`src/rtl/segasys1_chrom_arb.sv`:
```
// rtl/segasys1_chrom_arb.sv - two-requester chip-ROM arbiter (sprite/background), IDLE/ISSUE/WAIT/DONE
// Optional per-requester one-entry read cache: define CHROM_ARB_CACHE_EN.
module segasys1_chrom_arb (
    input  logic        VCLKx4,
    input  logic        RESET,
    input  logic        SP_REQ,
    input  logic [17:0] SP_AD,
    output logic        SP_ACK,
    output logic [7:0]  SP_DT,
    input  logic        BG_REQ,
    input  logic [17:0] BG_AD,
    output logic        BG_ACK,
    output logic [7:0]  BG_DT,
    output logic        ROM_RD,
    output logic [17:0] ROM_AD,
    input  logic [7:0]  ROM_DT,
    input  logic        ROM_VLD,
    input  logic        PRIO,
    output logic        BUSY,
    output logic        GRANT,
    output logic        ERR
);
    typedef enum logic [1:0] {
        S_IDLE  = 2'd0,
        S_ISSUE = 2'd1,
        S_WAIT  = 2'd2,
        S_DONE  = 2'd3
    } state_t;

    // Last WAIT count before the timeout fires; the counter then reads 255.
    localparam logic [7:0] CNT_LAST = 8'd254;

    state_t      state_q, state_d;
    logic        grant_q, grant_d;
    logic [17:0] rom_ad_q, rom_ad_d;
    logic [7:0]  cnt_q, cnt_d;
    logic [7:0]  sp_dt_q, sp_dt_d;
    logic [7:0]  bg_dt_q, bg_dt_d;
    logic        err_q, err_d;
    logic        win_bg;

    // Tie under round-robin goes to whichever side did not own the last grant.
    assign win_bg = (SP_REQ && BG_REQ) ? (!PRIO && !grant_q) : BG_REQ;

`ifdef CHROM_ARB_CACHE_EN
    logic [17:0] sp_c_ad_q, sp_c_ad_d, bg_c_ad_q, bg_c_ad_d;
    logic [7:0]  sp_c_dt_q, sp_c_dt_d, bg_c_dt_q, bg_c_dt_d;
    logic        sp_c_vld_q, sp_c_vld_d, bg_c_vld_q, bg_c_vld_d;
    logic        hit;

    assign hit = win_bg ? (bg_c_vld_q && (bg_c_ad_q == BG_AD))
                        : (sp_c_vld_q && (sp_c_ad_q == SP_AD));
`endif

    always_comb begin
        state_d  = state_q;
        grant_d  = grant_q;
        rom_ad_d = rom_ad_q;
        cnt_d    = cnt_q;
        sp_dt_d  = sp_dt_q;
        bg_dt_d  = bg_dt_q;
        err_d    = err_q;
`ifdef CHROM_ARB_CACHE_EN
        sp_c_ad_d  = sp_c_ad_q;
        sp_c_dt_d  = sp_c_dt_q;
        sp_c_vld_d = sp_c_vld_q;
        bg_c_ad_d  = bg_c_ad_q;
        bg_c_dt_d  = bg_c_dt_q;
        bg_c_vld_d = bg_c_vld_q;
`endif
        case (state_q)
            S_IDLE: begin
                if (SP_REQ || BG_REQ) begin
                    grant_d  = win_bg;
                    rom_ad_d = win_bg ? BG_AD : SP_AD;
                    state_d  = S_ISSUE;
`ifdef CHROM_ARB_CACHE_EN
                    if (hit) begin
                        state_d = S_DONE;
                        if (win_bg) bg_dt_d = bg_c_dt_q;
                        else        sp_dt_d = sp_c_dt_q;
                    end
`endif
                end
            end
            S_ISSUE: begin
                cnt_d   = 8'd0;
                state_d = S_WAIT;
            end
            S_WAIT: begin
                if (ROM_VLD) begin
                    if (grant_q) bg_dt_d = ROM_DT;
                    else         sp_dt_d = ROM_DT;
`ifdef CHROM_ARB_CACHE_EN
                    if (grant_q) begin
                        bg_c_ad_d  = rom_ad_q;
                        bg_c_dt_d  = ROM_DT;
                        bg_c_vld_d = 1'b1;
                    end else begin
                        sp_c_ad_d  = rom_ad_q;
                        sp_c_dt_d  = ROM_DT;
                        sp_c_vld_d = 1'b1;
                    end
`endif
                    state_d = S_DONE;
                end else if (cnt_q == CNT_LAST) begin
                    cnt_d = 8'hFF;
                    if (grant_q) bg_dt_d = 8'hFF;
                    else         sp_dt_d = 8'hFF;
                    err_d   = 1'b1;
                    state_d = S_DONE;
                end else begin
                    cnt_d = cnt_q + 8'd1;
                end
            end
            S_DONE: begin
                state_d = S_IDLE;
            end
            default: begin
                state_d = S_IDLE;
            end
        endcase
    end

    always_ff @(posedge VCLKx4) begin
        if (RESET) begin
            state_q  <= S_IDLE;
            grant_q  <= 1'b1;
            rom_ad_q <= 18'd0;
            cnt_q    <= 8'd0;
            sp_dt_q  <= 8'd0;
            bg_dt_q  <= 8'd0;
            err_q    <= 1'b0;
        end else begin
            state_q  <= state_d;
            grant_q  <= grant_d;
            rom_ad_q <= rom_ad_d;
            cnt_q    <= cnt_d;
            sp_dt_q  <= sp_dt_d;
            bg_dt_q  <= bg_dt_d;
            err_q    <= err_d;
        end
    end

`ifdef CHROM_ARB_CACHE_EN
    always_ff @(posedge VCLKx4) begin
        if (RESET) begin
            sp_c_ad_q  <= 18'd0;
            sp_c_dt_q  <= 8'd0;
            sp_c_vld_q <= 1'b0;
            bg_c_ad_q  <= 18'd0;
            bg_c_dt_q  <= 8'd0;
            bg_c_vld_q <= 1'b0;
        end else begin
            sp_c_ad_q  <= sp_c_ad_d;
            sp_c_dt_q  <= sp_c_dt_d;
            sp_c_vld_q <= sp_c_vld_d;
            bg_c_ad_q  <= bg_c_ad_d;
            bg_c_dt_q  <= bg_c_dt_d;
            bg_c_vld_q <= bg_c_vld_d;
        end
    end
`endif

    assign ROM_RD = (state_q == S_ISSUE);
    assign ROM_AD = rom_ad_q;
    assign SP_ACK = (state_q == S_DONE) && !grant_q;
    assign BG_ACK = (state_q == S_DONE) && grant_q;
    assign SP_DT  = sp_dt_q;
    assign BG_DT  = bg_dt_q;
    assign BUSY   = (state_q != S_IDLE);
    assign GRANT  = grant_q;
    assign ERR    = err_q;

endmodule

```
`config.mk`:
```
export PLATFORM = sky130hd
export DESIGN_NAME = segasys1_chrom_arb
export DESIGN_NICKNAME = d
export VERILOG_FILES = /design/src/rtl/segasys1_chrom_arb.sv
export SDC_FILE = /design/constraint.sdc
export NUM_CORES = 1
export LEC_CHECK = 0
export BUFFER_PORTS_ARGS = -buffer_cell sky130_fd_sc_hd__buf_2
export CORE_AREA = 8 8 75 77
export CTS_BUF_LIST = sky130_fd_sc_hd__clkbuf_8
export DETAILED_ROUTE_END_ITERATION = 10
export DIE_AREA = 0 0 83 85
export GPL_TIMING_DRIVEN = 0
export PLACE_DENSITY = 0.77
export SLEW_MARGIN = 20
export SYNTH_ARGS = -nofsm -noshare
export SYNTH_HDL_FRONTEND = slang
export SYNTH_SLANG_ARGS = --single-unit
```
`constraint.sdc`:
```
create_clock -name VCLKx4 -period 3.15 [get_ports VCLKx4]
set_input_delay 0.4725 -clock VCLKx4 [delete_from_list [all_inputs] [get_ports VCLKx4]]
set_output_delay 0.4725 -clock VCLKx4 [all_outputs]
set_load 0.01 [all_outputs]
```
## After elaboration in Yosys (flattened, before gate mapping)

Index checks and enable logic that the tools add are counted.

| cells by class | value |
|---|---|
| reduce and logical (&&, ||, !) cells | 17 |
| add/sub/neg operators | 1 |
| bitwise operators | 2 |
| equality and inequality tests | 7 |
| muxes and demuxes | 17 |

Operator list:

| operator | count |
|---|---|
| two-way mux 8 bit | 10 |
| two-way mux 18 bit | 1 |
| case mux 8 bit (2 select lines) | 1 |
| AND reduction 3 bit | 3 |
| adder 8 x 1 -> 8 bit (second input constant) | 1 |
| equality test 8 bit (second input constant) | 1 |
| case mux 2 bit (4 select lines) | 1 |
| two-way mux 2 bit | 3 |
| AND reduction 2 bit | 3 |
| nonzero test 2 bit | 3 |
| equality test 2 bit (second input constant) | 2 |
| logical AND 1 bit | 4 |
| inequality test 2 bit (second input constant) | 2 |
| inequality test 3 bit (second input constant) | 1 |
| equality test 2 x 1 -> 1 bit (second input constant) | 1 |
| zero test 1 bit | 2 |
| zero test 2 bit | 1 |
| inverter 1 bit | 2 |
| logical OR 1 bit | 1 |
| two-way mux 1 bit | 1 |

| storage, ports and cells | value |
|---|---|
| bits in registers | 46 |
| output and inout bits | 40 |
| input bits | 50 |
| logic and storage cells | 51 |

## Longest topological paths before layout

Gate-level depths: netlist (run 1).

| logic depth | value |
|---|---|
| depth in word-level cells | 4 |
| gate-level depth with buffers | 7 |
| mapped depth without buffers | 6 |

## Worst setup path before layout (run 1)

Ideal clock, no wire load.

| path | value |
|---|---|
| path type | reg-to-reg |
| start | register state_q[0] |
| end | register sp_dt_q[0], in the netlist SP_DT[0] |
| setup slack | 1.700 ns |
| cell stages (with the launch flop) | 8 |
| data required time | 3.035 ns |
| library setup time | 0.115 ns |
| period minus slack after synthesis | 1.450 ns |
| path buffers | 1 |
| arrival | 1.335 ns |
| cells stage by stage | dfxtp_1 inv_1 ha_1 nand4_1 o21ai_4 and2b_1 buf_4 o21a_1 |

| on the way | value |
|---|---|
| word-level cells in the longest chain between the ends | 2 |

Ends and longest elaborated chain:

| element | line | source |
|---|---|---|
| start, declared | 33 | `state_t state_q, state_d;` |
| start signal, assigned | 135 | `state_q <= state_d;` |
| equality test 2 bit | 71 | `case (state_q)` |
| AND reduction 3 bit (no line) | -- |  |
| end signal, assigned | 139 | `sp_dt_q <= sp_dt_d;` |
| end, declared | 37 | `logic [7:0] sp_dt_q, sp_dt_d;` |

Every way passes these cells.
A chain may end at the register's enable or synchronous reset.

## Final worst setup path (run 1)

| path | value |
|---|---|
| start | register grant_q, in the netlist GRANT |
| end | output port BG_ACK |

| on the way | value |
|---|---|
| word-level cells in the longest chain between the ends | 1 |

Ends and longest elaborated chain:

| element | line | source |
|---|---|---|
| start, declared | 34 | `logic grant_q, grant_d;` |
| start signal, assigned | 136 | `grant_q <= grant_d;` |
| logical AND 1 bit | 168 | `assign BG_ACK = (state_q == S_DONE) && grant_q;` |
| end, declared | 12 | `output logic BG_ACK,` |

Every way passes these cells.

==> flow_metrics.env, run 1 <==
export IMPL_status="completed"
export IMPL_cp_start_kind="flop"
export IMPL_timing_fmax_mhz=496
export IMPL_cts_buffers_inserted=5
export IMPL_power_density_nw_per_um2=721
export IMPL_syn_nets=319
export IMPL_critPathKind="flop to output port"
export IMPL_end_kind="output port"
export IMPL_fp_row_count=25
export IMPL_grt_overflow=0
export IMPL_design_core_area_um2=4540
export IMPL_pwr_share_comb_pct=37.6
export IMPL_clockBufferDepth=2
export IMPL_p_leak_nw=1.26
export IMPL_antenna_found_initial=0
export IMPL_ys_ff_latch=46
export IMPL_max_cap_viol_count=0
export IMPL_post_cts_buffers=0
export IMPL_path_cells="clkbuf_1, and2_1, buf_2"
export IMPL_finalInstanceArea_um2=2740
export IMPL_hp_class="primary input to flop"
export IMPL_wirelength_um=6070
export IMPL_grt_start_max_net_pins=14
export IMPL_die_area_um2=7060
export IMPL_yosys_area_top_type_share_pct=43.4
export IMPL_final_hold_violation_count=0
export IMPL_ys_warn_count=0
export IMPL_nets=414
export IMPL_path_delay_family="buffers and inverters"
export IMPL_grt_util_all_layers_pct=17.0
export IMPL_vias_per_cell=5.50
export IMPL_drt_first_pass_iters=4
export IMPL_clkSlewWorstSetupHoldPaths_ns=0.09
export IMPL_rsz0062_at_grt="no"
export IMPL_drv_slew=0
export IMPL_final_setup_tns_ns=0
export IMPL_place_area_um2=2630
export IMPL_dp_hpwl_um=4730
export IMPL_critPathMaxStageDelay_ns=0.51
export IMPL_grt_pass1_vias=2266
export IMPL_io_pins=90
export IMPL_fin_skew_ns=0.00952
export IMPL_slew_headroom_pct=66.9
export IMPL_grt_pass1_wl_um=10300
export IMPL_cts_hold_buf=0
export IMPL_synth_cells=263
export IMPL_area_growth_syn_to_layout_pct=29.3
export IMPL_setup_viol=0
export IMPL_cts_root_buf="clkbuf_8"
export IMPL_die_y_um=85
export IMPL_vdd_drop_max_mv=0.392
export IMPL_ys_types=34
export IMPL_num_antenna_cells=0
export IMPL_worst_pin_slew_ns=0.497
export IMPL_ys_async_sr_fraction_pct=0
export IMPL_syn_area_um2=2120
export IMPL_ys_seq_area_share_pct=43.4
export IMPL_synth_edf_count=0
export IMPL_crit_slowest_cell="dfxtp_1"
export IMPL_initial_core_util_pct=46.8
export IMPL_cts_htree_levels=2
export IMPL_cts_repair_resized=0
export IMPL_cts_sinks=46
export IMPL_timing_critical_path_buf_inv=2
export IMPL_drive_gt1_share_pct=30.2
export IMPL_die_x_um=83
export IMPL_power_internal_w=0.00125
export IMPL_routedWlPerCell_um=14.7
export IMPL_gp_congestion=0.855
export IMPL_p_seq_share_pct=39.6
export IMPL_synth_top_cell_by_area="dfxtp_1"
export IMPL_cts_tree="done"
export IMPL_sw_frac_of_total_pct=36.7
export IMPL_clkPwrFrac_pct=22.8
export IMPL_drcViolationCount=0
export IMPL_port_buffers=88
export IMPL_clk_latency_ns=0.30
export IMPL_num_vias=2268
export IMPL_cp_required_ns=2.68
export IMPL_p_switching_w=0.000725
export IMPL_min_period_over_period_pct=64.0
export IMPL_finalWorstPathRequiredPeriod_ns=2.02
export IMPL_cp_arrival_ns=1.54
export IMPL_synth_flop_cell="dfxtp_1"
export IMPL_detail_route_antenna_nets=0
export IMPL_cp_max_fo=10
export IMPL_yosys_top_cells_area="dfxtp_1, nor2_1, a311oi_1"
export IMPL_avgSynthCellArea_um2=8.06
export IMPL_dr_first_iter_drc_count=134
[worst reg2reg max path, cell delays in order, from the launching register on]
cell	delay [ns]
dfxtp_1	0.36
inv_1	0.08
ha_1	0.28
nor2b_1	0.19
a21oi_1	0.38
o21ai_0	0.16
a21oi_1	0.16
[registers in the layout, summed over array words and instances (netlist names)]
register and flops:
ROM_AD 18, BG_DT 8, SP_DT 8, cnt_q 8, state_q 2, ERR 1
GRANT 1
[logic make-up (layout without fill, tap and decap cells)]
family / count (synthesis) / count (layout) / share of synthesized area (%)
AOI/OAI and AO/OA: 66 / 66 / 21.7
adders and majority gates: 6 / 6 / 3.54
buffers and inverters: 21 / 116 / 4.72
DFF: 46 / 46 / 43.4
and+or+nand+nor: 124 / 124 / 26.6
[final timing paths]
kind | slack (ns) | endpoint | startpoint | cells past startpoint
max reg2reg | 1.46 | cnt_q[4] | state_q[0] | 6
min | 0.42 | ROM_AD[10] | SP_AD[10] | 3
max | 1.13 | BG_ACK | GRANT | 3
min reg2reg | 0.47 | SP_DT[5] | SP_DT[5] | 1
[power groups by stage]
stage	registers [W]	clock network, W	logic [W]
2_1_floorplan	0.000839	0	0.000424
3_3_place_gp	0.000794	0	0.000736
3_5_place_dp	0.000794	0	0.000746
4_1_cts	0.000782	0.000456	0.000752
5_1_grt	0.000798	0.000482	0.000826
6_report	0.000783	0.000450	0.000742
[placed cells by master, fill, tap and decap left out, types with 2 or more instances in the layout]
| master | synthesis | routed |
|---|---|---|
| o21ai_1 | 4 | 4 |
| dfxtp_1 | 46 | 46 |
| o311ai_0 | 2 | 2 |
| a21oi_1 | 19 | 19 |
| nor2_1 | 51 | 51 |
| inv_1 | 6 | 6 |
| nand3_1 | 24 | 24 |
| nor3_1 | 9 | 9 |
| buf_2 | 5 | 93 |
| o21ai_4 | 2 | 2 |
| o21a_1 | 8 | 8 |
| clkbuf_8 | 0 | 6 |
| clkbuf_1 | 7 | 7 |
| nand4_1 | 2 | 2 |
| a311oi_1 | 18 | 18 |
| nor2b_1 | 3 | 3 |
| ha_1 | 6 | 6 |
| and2_1 | 2 | 2 |
| buf_4 | 2 | 2 |
| nand2_1 | 25 | 25 |
| o21ai_0 | 8 | 8 |
[metrics by stage]
stage / instances / hold slack (ns) / setup WS, ns / util, % / total power [W]
after floorplan: 263 / 0.491 / 1.70 / - / 0.00126
after global placement: 405 / 0.445 / 1.47 / 58.0 / 0.00153
after detailed placement: 405 / 0.449 / 1.46 / 58.0 / 0.00154
after CTS: 412 / 0.423 / 1.13 / 60.4 / 0.00199
after global routing: 412 / 0.425 / 1.05 / 60.4 / 0.00211
final: 412 / 0.422 / 1.13 / 60.4 / 0.00198
[area by class of cell]
class                           instances  area [µm²]
Buffer                                 15        77.6
Clock buffer                            6        82.6
Clock inverter                          1        30.0
Fill cell                             414        1790
Inverter                                6        22.5
Multi-Input combinational cell        196        1100
Sequential cell                        46         921
Tap cell                               54        67.6
Timing Repair Buffer                   88         440
[cell usage after synthesis (3+ instances only)]
cell and n:
a311oi_1 18, clkbuf_1 7, nor3_1 9, nor2_1 51
dfxtp_1 46, inv_1 6, o21ai_1 4, nand3_1 24
buf_2 5, o21a_1 8, ha_1 6, a21oi_1 19
o21ai_0 8, nand2_1 25, nor2b_1 3
[routing by layer]
metal / share of wire [%] / track usage (%) / routed length, µm / vias to the layer above
met2: 47 / 28.7 / 2870 / 95
li1: - / - / - / 1119
met3: 8.2 / 6.70 / 501 / 13
met1: 43 / 19.3 / 2600 / 1041
met5: 0 / 0 / 0 / -
met4: 1.7 / 4.95 / 104 / 0
Note: power is estimated with default switching activity, not from simulation.
==> run 2, diff against run 1 <==
ABC_AREA = 1   (was not set)
CORE_AREA = 8 8 81 83   (was 8 8 75 77)
DIE_AREA = 0 0 89 91   (was 0 0 83 85)
PLACE_DENSITY = 0.74   (was 0.77)
clock period = 1.73 ns   (was 3.15 ns; I/O delays follow)
==> run 2 against run 1 <==
  * Power increased by 95%
  * Clock-buffer cell count decreased by 1
  * Core utilization is 4.2 points lower
  * Critical path type is now flop to flop
  * Largest cell class unchanged
  * Largest power group is now combinational logic
  * Highest routed layer unchanged
==> flow_metrics.env, run 2 <==
export IMPL_num_vias=2498
export IMPL_detail_route_antenna_nets=0
export IMPL_ys_ff_latch=46
export IMPL_cts_sinks=46
export IMPL_worst_pin_slew_ns=0.455
export IMPL_cts_root_buf="clkbuf_8"
export IMPL_synth_edf_count=0
export IMPL_post_cts_buffers=0
export IMPL_wl_met1_um=2710
export IMPL_critPathKind="flop to flop"
export IMPL_sw_frac_of_total_pct=39.8
export IMPL_grt_pass1_vias=2433
export IMPL_design_core_area_um2=5340
export IMPL_ys_seq_area_share_pct=39.0
export IMPL_p_leak_nw=1.65
export IMPL_cts_tree="done"
export IMPL_dp_hpwl_um=4910
export IMPL_grt_overflow=0
export IMPL_syn_area_um2=2360
export IMPL_nets=518
export IMPL_cp_required_ns=1.96
export IMPL_clk_latency_ns=0.30
export IMPL_cts_htree_levels=2
export IMPL_cts_repair_resized=1
export IMPL_grt_start_max_net_pins=15
export IMPL_synth_top_cell_by_area="dfxtp_1"
export IMPL_finalWorstPathRequiredPeriod_ns=1.55
export IMPL_die_y_um=91
export IMPL_layout_common_cells="nand2_1, buf_2, inv_1"
export IMPL_ys_async_sr_fraction_pct=0
export IMPL_p_seq_share_pct=37.4
export IMPL_gp_congestion=0.859
export IMPL_cts_hold_buf=0
export IMPL_grt_pass1_wl_um=10500
export IMPL_ys_top_cells_by_count="nand2_1, inv_1, dfxtp_1"
export IMPL_dp_cells=527
export IMPL_fill_cells=558
export IMPL_cp_start_kind="flop"
export IMPL_num_antenna_cells=0
export IMPL_power_density_nw_per_um2=1280
export IMPL_fin_util_pct=56.3
export IMPL_vias_per_cell=4.67
export IMPL_syn_nets=423
export IMPL_p_switching_w=0.00153
export IMPL_final_setup_tns_ns=0
export IMPL_top_layer="met4"
export IMPL_drt_first_pass_iters=4
export IMPL_cts_buffers_inserted=5
export IMPL_synth_cells=367
export IMPL_rsz0062_at_grt="no"
export IMPL_clkPwrFrac_pct=20.8
export IMPL_stdcell_count=535
export IMPL_synth_flop_cell="dfxtp_1"
export IMPL_io_pins=90
export IMPL_clkSlewWorstSetupHoldPaths_ns=0.09
export IMPL_wirelength_um=6200
export IMPL_yosys_area_top_type_share_pct=39.0
export IMPL_drive_gt1_share_pct=25.1
export IMPL_cp_arrival_ns=1.78
export IMPL_ys_warn_count=0
export IMPL_die_area_um2=8100
export IMPL_end_kind="flop"
export IMPL_power_internal_w=0.00232
export IMPL_final_hold_violation_count=0
export IMPL_cp_max_fo=5
export IMPL_wl_met2_um=2790
export IMPL_max_cap_viol_count=0
export IMPL_synth_most_common_cell="nand2_1"
export IMPL_slew_headroom_pct=69.7
export IMPL_final_common_cell="nand2_1"
export IMPL_dr_first_iter_drc_count=127
export IMPL_routedWlPerCell_um=11.6
export IMPL_yosys_top_cells_area="dfxtp_1, nand2_1, inv_1"
export IMPL_largest_reg_flops=18
export IMPL_drv_slew=0
export IMPL_timing_hold_ws_ns=0.236
export IMPL_min_period_over_period_pct=89.4
export IMPL_initial_core_util_pct=44.2
export IMPL_avgSynthCellArea_um2=6.43
export IMPL_area_growth_syn_to_layout_pct=27.3
export IMPL_route_met3_wl_um=594
export IMPL_pwr_share_comb_pct=41.8
export IMPL_hp_class="primary input to flop"
export IMPL_antenna_found_initial=0
export IMPL_ys_types=23
export IMPL_port_buffers=88
export IMPL_drcViolationCount=0
export IMPL_grt_util_all_layers_pct=15.7
export IMPL_fp_row_count=27
export IMPL_power_w=0.00385
export IMPL_timing_fmax_mhz=646
export IMPL_setup_viol=0
export IMPL_fin_skew_ns=0.00678
export IMPL_status="completed"
export IMPL_vdd_drop_max_mv=0.794
export IMPL_clockBufferDepth=2
export IMPL_die_x_um=89
==> run 2: area by class of cell <==
class / instances / area (µm²) / area share, %
Buffer: 15 / 76.3 / 2.54
Multi-Input combinational cell: 237 / 1100 / 36.8
Clock buffer: 5 / 68.8 / 2.29
Clock inverter: 3 / 41.3 / 1.37
Sequential cell: 46 / 921 / 30.7
Inverter: 69 / 262 / 8.70
Tap cell: 72 / 90.1 / 3.00
Timing Repair Buffer: 88 / 440 / 14.7
==> run 2: path summary, 6_finish.rpt <==
path | start | end | slack (ns) | cells past startpoint
setup / recovery | state_q[0] | cnt_q[7] | 0.18 | 9
hold / removal | BG_AD[7] | ROM_AD[7] | 0.24 | 5
setup reg to reg | state_q[0] | cnt_q[7] | 0.18 | 9
hold reg to reg | SP_DT[3] | SP_DT[3] | 0.44 | 2
==> run 2: layer usage <==
layer / global-route usage [%] / up-vias
met5: 0 / -
met1: 18.4 / 1085
li1: - / 1316
met3: 5.77 / 10
met4: 5.41 / 0
met2: 25.6 / 87
==> run 2: power by group through the flow <==
stage | clock network [W] | logic [W] | registers (W)
after floorplan | 0 | 0.000971 | 0.00155
after global placement | 0 | 0.00158 | 0.00145
after detailed placement | 0 | 0.00161 | 0.00146
after CTS | 0.000817 | 0.00162 | 0.00144
after global routing | 0.000850 | 0.00184 | 0.00147
final | 0.000802 | 0.00161 | 0.00144
==> run 2: kinds of logic (layout without fill, tap and decap cells) <==
kind of cell / Yosys count / in the layout / share of synthesized area (%)
xor gates and xnor gates: 1 / 1 / 0.371
adders and majority gates: 6 / 6 / 3.18
AOI/OAI and AO/OA: 37 / 37 / 8.22
DFF: 46 / 46 / 39.0
buffers and inverters: 84 / 180 / 14.2
and+or+nand+nor: 193 / 193 / 35.0
==> run 2: worst max-delay path, stage by stage (launching register included) <==
cell	delay, ns
dfxtp_1	0.38
inv_1	0.09
ha_1	0.24
nand2_1	0.15
nand2_1	0.14
inv_1	0.18
nand2_1	0.07
nand2_1	0.06
inv_1	0.04
a21oi_1	0.13
==> run 2: per-stage QoR <==
step,area [µm²],worst slack (ns)
after floorplan,2360,0.316
after global placement,2890,0.0444
after detailed placement,2890,-0.0169
after CTS,3000,0.0308
after global routing,3000,0.0179
final,3000,0.183
==> run 3, diff against run 2 <==
CORE_AREA = 8 8 92 74   (was 8 8 81 83)
DIE_AREA = 0 0 100 82   (was 0 0 89 91)
==> run 3 against run 2 <==
  * Design area is 0.71% higher
  * Power is 1.5% higher
  * Critical path type is now flop to output port
  * Critical endpoint is now BG_ACK
  * Wire length is 2.0% higher
  * Register-to-register slack better by 0.04 ns
==> flow_metrics.env, run 3 (synthesis gave the netlist of run 2 again) <==
export IMPL_critPathMaxStageDelay_ns=0.48
export IMPL_area_growth_syn_to_layout_pct=28.2
export IMPL_crit_path_end="BG_ACK"
export IMPL_antenna_found_initial=0
export IMPL_cp_required_ns=1.47
export IMPL_cp_max_fo=10
export IMPL_min_period_over_period_pct=91.2
export IMPL_finalWorstPathRequiredPeriod_ns=1.58
export IMPL_place_area_um2=2900
export IMPL_design_core_area_um2=5470
export IMPL_drv_slew=0
export IMPL_routedWlPerCell_um=11.7
export IMPL_drt_first_pass_iters=4
export IMPL_status="completed"
export IMPL_clockBufferDepth=2
export IMPL_nets=519
export IMPL_max_cap_viol_count=0
export IMPL_clk_latency_ns=0.30
export IMPL_final_setup_tns_ns=0
export IMPL_fp_row_count=24
export IMPL_path_cells="clkbuf_2, nand2_1, inv_1, buf_2"
export IMPL_grt_overflow=0
export IMPL_worst_pin_slew_ns=0.454
export IMPL_cts_htree_levels=2
export IMPL_cts_hold_buf=0
export IMPL_grt_pass1_wl_um=10600
export IMPL_p_leak_nw=1.66
export IMPL_timing_critical_path_buf_inv=3
export IMPL_r2r_end="ROM_AD[4]"
export IMPL_slew_headroom_pct=69.7
export IMPL_rsz0062_at_grt="no"
export IMPL_wirelength_um=6330
export IMPL_die_x_um=100
export IMPL_die_y_um=82
export IMPL_drcViolationCount=0
export IMPL_finalInstanceArea_um2=3030
export IMPL_num_vias=2492
export IMPL_port_buffers=88
export IMPL_cts_buffers_inserted=5
export IMPL_initial_core_util_pct=43.2
export IMPL_crit_slowest_cell="dfxtp_1"
export IMPL_gp_congestion=0.830
export IMPL_clkSlewWorstSetupHoldPaths_ns=0.08
export IMPL_path_delay_family="flip-flops"
export IMPL_dp_hpwl_um=5060
export IMPL_final_common_cell="nand2_1"
export IMPL_vdd_drop_max_mv=0.791
export IMPL_cts_root_buf="clkbuf_8"
export IMPL_end_kind="output port"
export IMPL_crit_cells=4
export IMPL_fin_skew_ns=0.00659
export IMPL_cts_tree="done"
export IMPL_hp_class="primary input to flop"
export IMPL_detail_route_antenna_nets=0
export IMPL_cp_start_kind="flop"
export IMPL_setup_viol=0
export IMPL_cp_arrival_ns=1.32
export IMPL_dr_first_iter_drc_count=98
export IMPL_num_antenna_cells=0
export IMPL_final_hold_violation_count=0
export IMPL_r2r_start="state_q[0]"
export IMPL_critPathKind="flop to output port"
export IMPL_timing_fmax_mhz=633
export IMPL_die_area_um2=8200
export IMPL_power_w=0.00391
export IMPL_layout_common_cells="nand2_1, buf_2, inv_1"
export IMPL_power_density_nw_per_um2=1290
export IMPL_vias_per_cell=4.61
export IMPL_grt_start_max_net_pins=14
export IMPL_rrSetupSlack_ns=0.22
export IMPL_largest_reg_flops=18
export IMPL_grt_util_all_layers_pct=15.8
export IMPL_cts_sinks=46
export IMPL_drive_gt1_share_pct=25.7
export IMPL_io_pins=90
export IMPL_startpoint="GRANT"
export IMPL_grt_pass1_vias=2451
export IMPL_reg2reg_depth=9
==> run 3: final cells by class <==
cell class | instances | area (µm²)
Multi-Input combinational cell | 237 | 1100
Sequential cell | 46 | 923
Inverter | 69 | 263
Tap cell | 78 | 97.6
Buffer | 15 | 76.3
Timing Repair Buffer | 89 | 448
Clock inverter | 1 | 30.0
Clock buffer | 6 | 82.6
Fill cell | 583 | 2440
==> run 3: report_power, final <==
part	switching [W]	leakage, nW	internal [W]	total [W]
sequential	0.000143	0.377	0.00131	0.00145
combinational	0.00103	1.22	0.000610	0.00164
clock	0.000355	0.0573	0.000462	0.000817
==> run 3: worst min path at each step <==
| stage | start | end | slack, ns | cells past startpoint |
|---|---|---|---|---|
| 4_1_cts | BG_AD[10] | ROM_AD[10] | 0.23 | 5 |
| 3_3_place_gp | BG_DT[5] | BG_DT[5] | 0.43 | 2 |
| 5_1_grt | BG_AD[4] | ROM_AD[4] | 0.26 | 5 |
| 2_1_floorplan | BG_AD[0] | ROM_AD[0] | 0.45 | 4 |
| 3_5_place_dp | BG_DT[2] | BG_DT[2] | 0.43 | 2 |
| 6_report | BG_AD[17] | ROM_AD[17] | 0.24 | 5 |
==> run 3: timing repair <==
action                     CTS  global route
resized for setup            1             3
setup buffers                0             1
setup endpoints to repair    1            17
==> run 3: through the flow <==
step                      worst slack, ns  cells  hold WS [ns]  util [%]
after floorplan                     0.316    367         0.450         -
after global placement             0.0870    533         0.433      53.0
after detailed placement           0.0356    533         0.433      53.0
after CTS                          0.0158    540         0.232      55.1
after global routing               0.0333    541         0.265      55.4
final                               0.151    541         0.238      55.4
==> run 3: per-layer routing <==
metal  GRT usage (%)  routed length (µm)  vias up
li1                -                   -     1322
met1            18.5                2920     1082
met2            26.1                2710       84
met3            6.35                 650        4
met4            4.96                  41        0
met5               0                   0        -
==> run 3: worst register-to-register path, cell delays in order, from the launching register on <==
cell and delay, ns:
dfxtp_2 0.36, inv_1 0.08, ha_1 0.26, o21ai_2 0.12
clkinvlp_4 0.15, buf_2 0.20, nor2_1 0.10, nor2_1 0.05
nand2_1 0.08, inv_1 0.04
